===== config.mk =====
export PLATFORM = sky130hd
export DESIGN_NAME = piano_note_sequencer
export DESIGN_NICKNAME = d
export VERILOG_FILES = /design/src/rtl/piano_note_sequencer.sv
export SDC_FILE = /design/constraint.sdc
export NUM_CORES = 1
export LEC_CHECK = 0
export BUFFER_PORTS_ARGS = -buffer_cell sky130_fd_sc_hd__buf_2
export CAP_MARGIN = 0
export CORE_MARGIN = 4
export CORE_UTILIZATION = 35
export DETAILED_ROUTE_END_ITERATION = 10
export SLEW_MARGIN = 15
export SYNTH_ARGS = -nofsm -noshare
export SYNTH_HDL_FRONTEND = slang
export SYNTH_SLANG_ARGS = --single-unit

===== constraint.sdc =====
create_clock -name clk -period 8.3 [get_ports clk]
set_input_delay 0.83 -clock clk [delete_from_list [all_inputs] [get_ports clk]]
set_output_delay 0.83 -clock clk [all_outputs]
set_load 0.005 [all_outputs]

===== src/rtl/piano_note_sequencer.sv =====
// rtl/piano_note_sequencer.sv - UART key echo and square-wave note player
module piano_note_sequencer #(
    parameter int CLOCK_FREQ = 33_000_000,
    parameter int NOTE_UNIT  = CLOCK_FREQ / 20,
    parameter int TONE_DIV   = 1
) (
    input  logic       clk,
    input  logic       rst_b,
    input  logic [7:0] rx_data,
    input  logic       rx_valid,
    output logic       rx_ready,
    output logic [7:0] tx_data,
    output logic       tx_valid,
    input  logic       tx_ready,
    input  logic       rotary_event,
    input  logic       rotary_left,
    output logic       square_wave,
    output logic       playing,
    output logic [2:0] note_len
);

    localparam int DUR_W = $clog2(8 * NOTE_UNIT + 1);

    typedef enum logic [1:0] {IDLE, ECHO, PLAY} state_t;

    state_t             state;
    state_t             state_next;
    logic               armed;
    logic [7:0]         byte_q;
    logic [15:0]        half_q;
    logic [15:0]        half_cnt;
    logic [DUR_W-1:0]   dur_cnt;
    logic               sq_q;
    logic [2:0]         len_q;
    logic               play_start;
    logic               mapped;
    logic [15:0]        half_sel;
    logic [31:0]        dur_full;

    function automatic logic [15:0] scaled(input int hp);
        int v;
        v = hp / TONE_DIV;
        if (v < 1) v = 1;
        return 16'(v);
    endfunction

    always_comb begin
        half_sel = 16'd1;
        case (byte_q)
            8'h61:   half_sel = scaled(63066);
            8'h62:   half_sel = scaled(56187);
            8'h63:   half_sel = scaled(50056);
            8'h64:   half_sel = scaled(47247);
            8'h65:   half_sel = scaled(42092);
            8'h66:   half_sel = scaled(37500);
            8'h67:   half_sel = scaled(33409);
            8'h68:   half_sel = scaled(31534);
            default: half_sel = 16'd1;
        endcase
    end

    assign mapped   = (byte_q >= 8'h61) && (byte_q <= 8'h68);
    assign dur_full = (32'(len_q) + 32'd1) * 32'(NOTE_UNIT);

    always_comb begin
        state_next = state;
        rx_ready   = 1'b0;
        tx_valid   = 1'b0;
        play_start = 1'b0;
        case (state)
            IDLE: begin
                rx_ready = armed;
                if (rx_valid && armed) state_next = ECHO;
            end
            ECHO: begin
                tx_valid = 1'b1;
                if (tx_ready) begin
                    state_next = mapped ? PLAY : IDLE;
                    play_start = mapped;
                end
            end
            PLAY: begin
                if (dur_cnt == '0) state_next = IDLE;
            end
            default: state_next = IDLE;
        endcase
    end

    always_ff @(posedge clk) begin
        if (!rst_b) state <= IDLE;
        else        state <= state_next;
    end

    // armed keeps rx_ready low for the first cycle after reset releases
    always_ff @(posedge clk) begin
        if (!rst_b) begin
            armed    <= 1'b0;
            byte_q   <= 8'h00;
            half_q   <= 16'd0;
            half_cnt <= 16'd0;
            dur_cnt  <= '0;
            sq_q     <= 1'b0;
            len_q    <= 3'd3;
        end else begin
            armed <= 1'b1;
            if (state == IDLE && rx_valid && armed) byte_q <= rx_data;
            if (play_start) begin
                half_q   <= half_sel;
                half_cnt <= half_sel - 16'd1;
                dur_cnt  <= DUR_W'(dur_full - 32'd1);
                sq_q     <= 1'b1;
            end else if (state == PLAY) begin
                if (dur_cnt == '0) begin
                    sq_q <= 1'b0;
                end else begin
                    dur_cnt <= dur_cnt - 1'b1;
                    if (half_cnt == 16'd0) begin
                        sq_q     <= ~sq_q;
                        half_cnt <= half_q - 16'd1;
                    end else begin
                        half_cnt <= half_cnt - 16'd1;
                    end
                end
            end
            if (rotary_event) begin
                if (rotary_left) begin
                    if (len_q != 3'd0) len_q <= len_q - 3'd1;
                end else begin
                    if (len_q != 3'd7) len_q <= len_q + 3'd1;
                end
            end
        end
    end

    assign tx_data     = byte_q;
    assign playing     = (state == PLAY);
    assign square_wave = sq_q;
    assign note_len    = len_q;

endmodule

; Word level (Yosys, flattened, before mapping)
; Index checks and enable logic that the tools add are counted.
[op_classes]
reduce_logical = 15
multipliers = 1
muxes = 25
n_lt_le_gt_ge = 2
n_addsub = 8
n_eq_ne = 16
n_bitwise = 1
[op_table]
columns = op, count
row1 = 16-bit one-hot mux with 8 select lines, 1
row2 = 24-bit two-way mux, 3
row3 = "8-bit by 7-bit equality test with 1-bit output, second input constant", 8
row4 = 16-bit two-way mux, 4
row5 = "16-bit by 1-bit subtractor with 16-bit output, second input constant", 3
row6 = "24-bit by 1-bit subtractor with 24-bit output, second input constant", 2
row7 = 24-bit zero test, 1
row8 = "4-bit by 17-bit multiplier with 20-bit output, second input constant", 1
row9 = 16-bit zero test, 1
row10 = 1-bit two-way mux, 9
row11 = 3-bit two-way mux, 3
row12 = "8-bit by 7-bit >= comparator with 1-bit output, second input constant", 1
row13 = "8-bit by 7-bit less-or-equal comparator with 1-bit output, second input constant", 1
row14 = 2-bit two-way mux, 4
row15 = "2-bit != test, second input constant", 3
row16 = 2-bit one-hot mux with 3 select lines, 1
row17 = 3-bit AND reduction, 2
row18 = 3-bit nonzero test, 2
row19 = "3-bit by 1-bit adder with 4-bit output, second input constant", 1
row20 = 1-bit logical AND, 4
row21 = "2-bit by 1-bit != test with 1-bit output, second input constant", 2
row22 = 2-bit AND reduction, 2
row23 = 2-bit nonzero test, 2
row24 = "3-bit by 1-bit adder with 3-bit output, second input constant", 1
row25 = other kinds (6), 6
[word_totals]
elab_cells = 76
input_bits = 14
ff_bits = 71

; Logic depth before layout (Yosys ltp)
[depth]
ltp_word = 6
depth_mapped = 15

; Worst setup path after synthesis
; No wires, ideal clock.
[synth_path]
path_type = reg2reg
startpoint = register len_q[0] (netlist: note_len[0])
endpoint = register dur_cnt[23]
setup_ps = 83
arrival_ps = 4536
n_path_buf = 1
required_ps = 8217
path_slack_ps = 3682
period_less_slack_ps = 4618
path_stages_with_launch = 16
path_cell_list = dfxtp_1 > clkbuf_1 > inv_1 > ha_1 > ha_1 > xor2_1 > ha_1 > or2_2 > ha_1 > a21oi_1 > or4b_4 > a31oi_1 > xor2_1 > o211a_1 > or4_1 > o221ai_1
[synth_between]
elab_chain_cells = 4
[synth_rtl]
columns = element, line_no
row1 = from (decl), 34  ; logic [2:0] len_q;
row2 = from (signal assigned), 127  ; if (len_q != 3'd0) len_q <= len_q - 3'd1;
row3 = from (signal assigned), 129  ; if (len_q != 3'd7) len_q <= len_q + 3'd1;
row4 = 3-bit by 1-bit adder with 4-bit output, 63  ; assign dur_full = (32'(len_q) + 32'd1) * 32'(NOTE_UNIT);
row5 = 4-bit by 17-bit multiplier with 20-bit output, 63
row6 = named net dur_full[4], 38  ; logic [31:0] dur_full;
row7 = 24-bit by 1-bit subtractor with 24-bit output, 110  ; dur_cnt <= DUR_W'(dur_full - 32'd1);
row8 = 24-bit two-way mux, 107  ; if (play_start) begin
row9 = to (signal assigned), 110
row10 = to (signal assigned), 116  ; dur_cnt <= dur_cnt - 1'b1;
row11 = to (decl), 32  ; logic [DUR_W-1:0] dur_cnt;
; The timed path passes the listed nets, and every way through them passes these cells.
; A chain may end at the register's enable or synchronous reset.

; Final worst setup path
; Same ends and word-level chain as after synthesis.

==> flow_summary.ini <==
[cts]
htreeDepth = 3
holdBufCountCts = 0
cts.reportedPaths.clkPinSlew_ns = 0.06
post-cts-setup-buffer-count = 0
clock_latency_ns = 0.34
numCtsBuffers = 9
clock-root-buffer = clkbuf_16
cts_tree = done
cts_resized = 0
cts.sinks = 71
clockBufferDepth = 2

[layout]
fin_nets = 737
antenna_cells = 0
fin_area_um2 = 6070
final_util = 0.398
drive_gt1_frac = 0.116
area_delta_synth_final_pct = 10.9
fin_cells = 909

[timing]
rsz0062_at_grt = no
finalSetupViolCount = 0
hold_slack_ns = 0.462
clock_skew_ns = 0.00906
fmax_mhz = 193
min_period_ns = 5.19
drv_slew = 0
finalSetupTns_ns = 0
fin_crit_sh = 0.625
tightest_slew_ns = 1.18
slew_headroom = 0.211
hold_viol_final = 0

[placed_design]
hpwl_um = 10700
io_buffers = 28
postPlaceCellArea_um2 = 5750
gp_congestion = 0.887
dp_cells = 893

[worst_setup_path]
arrival_ns = 5.44
worst-path-max-fanout = 14
required_ns = 8.55
worstReg2RegStart = note_len[0]
crit_type = register to register
cp-end-kind = register
cp-start-kind = register
crit_start = note_len[0]

[logic_synthesis]
yosysTopAreaCellShare = 0.260
ys_top_cells_by_area = dfxtp_1, ha_1, nor2_1, a21oi_1, xor2_1
synth_top_cell_by_area = dfxtp_1
ys_types = 89
syn_inst = 687
syn_avg_cell_area_um2 = 7.97
ys_seq_elements = 71
synth-edff-count = 0
synth_area_um2 = 5470
synthFlopType = dfxtp_1
synth_nets = 731
ys_warn_count = 0
synthArstFlopShare = 0
synth-seq-area-share = 0.260

[global_route]
grt_pass1_vias = 5226
grt_antenna_before_repair = 0
gr-usage-all-layers = 0.169
grt_pass1_wl_um = 25300
grt_max_degree = 50
overflow = 0

[power]
power_density_nw_per_um2 = 191
p_seq_frac = 0.306
p_int_uw = 760
switching_share = 0.345
p_clk_frac = 0.359
p_comb_frac = 0.336
peakVddDrop_mv = 0.141
net-switching-power_uw = 400
leakage_nw = 2.36

[route]
first_pass_iters = 5
drc = 0
routed_via_density = 5.79
postRouteAntennaNets = 0
detail_route.wl_per_cell_um = 16.4
wl_um = 14900
num_vias = 5260
drt_iter0_markers = 316

[hold_path]
min-delay-start = half_q[10]
hp-class = register to register

[die]
start_util = 0.359
core_um2 = 15300
fp.dieH_um = 133
rows = 45
io_pins = 29
die_w_um = 133
fp.dieArea_um2 = 17700

[run]
drv_cap = 0

[run_status]
status = complete, no violations
layer usage:
| metal | routed length, µm | share of wire | global-route usage | up-vias |
|---|---|---|---|---|
| met4 | 352 | 0.024 | 0.0572 | 0 |
| met2 | 7220 | 0.48 | 0.296 | 124 |
| met1 | 6820 | 0.46 | 0.208 | 2517 |
| met3 | 542 | 0.036 | 0.0316 | 31 |
| li1 | - | - | - | 2588 |
| met5 | 0 | 0 | 0 | - |
power by group through the flow:
stage	Combinational [mW]	Sequential, mW	Clock [mW]
2_1_floorplan	0.311	0.356	0
3_3_place_gp	0.372	0.361	0
3_5_place_dp	0.384	0.362	0
4_1_cts	0.387	0.354	0.427
5_1_grt	0.437	0.355	0.438
6_report	0.389	0.355	0.416
sequential cells by signal, summed over array words and instances, names as in the netlist:
signal and flops:
armed 1, tx_data 8, note_len 3, dur_cnt 24, half_cnt 16, half_q 16
state 2, square_wave 1
layout by cell type (no fill, tap or decap), types with 5 or more instances in the layout:
cell	netlist	routed
nand2b_1	13	13
nand4b_1	5	5
a21oi_1	43	43
o21a_1	6	6
nor4_1	14	14
a311oi_1	7	7
or4_1	8	8
nor3_1	30	30
buf_2	5	28
nand3_1	26	26
nor2b_1	5	5
o211ai_1	7	7
a21o_1	8	8
buf_4	0	5
a211oi_1	14	14
xor2_1	22	22
nand2_1	49	49
and2_1	11	11
a21boi_0	5	5
and3_1	8	8
inv_1	15	15
nor2_1	62	62
clkbuf_16	0	9
xnor2_1	21	21
nand4_1	11	11
a31oi_1	13	13
o211a_1	6	6
o21ai_0	37	37
or3_1	14	14
ha_1	28	28
dfxtp_1	71	71
synthesized netlist by cell type, types with 8 or more instances:
library cell	n
o21ai_0	37
nor4_1	14
nand4_1	11
or3_1	14
inv_1	15
clkbuf_1	25
nand2b_1	13
and2_1	11
a21o_1	8
a21oi_1	43
a211oi_1	14
nand2_1	49
ha_1	28
nand3_1	26
and3_1	8
a31oi_1	13
xnor2_1	21
nor3_1	30
nor2_1	62
or4_1	8
dfxtp_1	71
xor2_1	22
cells by family (layout without fill, tap and decap cells):
logic type / Yosys count / in the layout / share of synthesized area
buffers and inverters: 54 / 65 / 0.0423
AOI/OAI and AO/OA: 197 / 197 / 0.259
and+or+nand+nor: 288 / 288 / 0.292
xor gates and xnor gates: 43 / 43 / 0.0688
DFF: 71 / 71 / 0.260
other: 1 / 1 / 0.000685
muxes: 2 / 2 / 0.00389
adders and majority gates: 31 / 31 / 0.0731
path summary, 6_finish.rpt:
check                end  slack, ns  cells after the start
max          dur_cnt[23]       3.11                     14
min           half_q[10]       0.46                      2
max reg2reg  dur_cnt[23]       3.11                     14
min reg2reg   half_q[10]       0.46                      2
metrics by stage:
step                      total power, mW  worst slack [ns]
after floorplan                     0.667              3.68
after global placement              0.733              3.35
after detailed placement            0.746              3.15
after CTS                            1.17              3.11
after global routing                 1.23              2.70
final                                1.16              3.11
worst max-delay path, stage by stage (launching register included):
cell and delay [ns]:
dfxtp_1 0.53, inv_1 0.26, ha_1 0.55, ha_1 0.30
xor2_1 0.19, ha_1 0.21, or2_2 0.31, ha_1 0.41
a21oi_1 0.14, or4b_4 0.58, a31oi_1 0.39, xor2_1 0.22
o211a_1 0.33, or4_1 0.52, o221ai_1 0.17
cell type report:
type | count | area, µm²
clock buffer | 9 | 225
clock inverter | 7 | 97.6
fill | 1546 | 9190
inverter | 16 | 60.1
multi-input combinational | 562 | 3820
sequential | 71 | 1420
tap | 211 | 264
timing repair buffer | 33 | 178
Power figures use the tool's default switching activity.
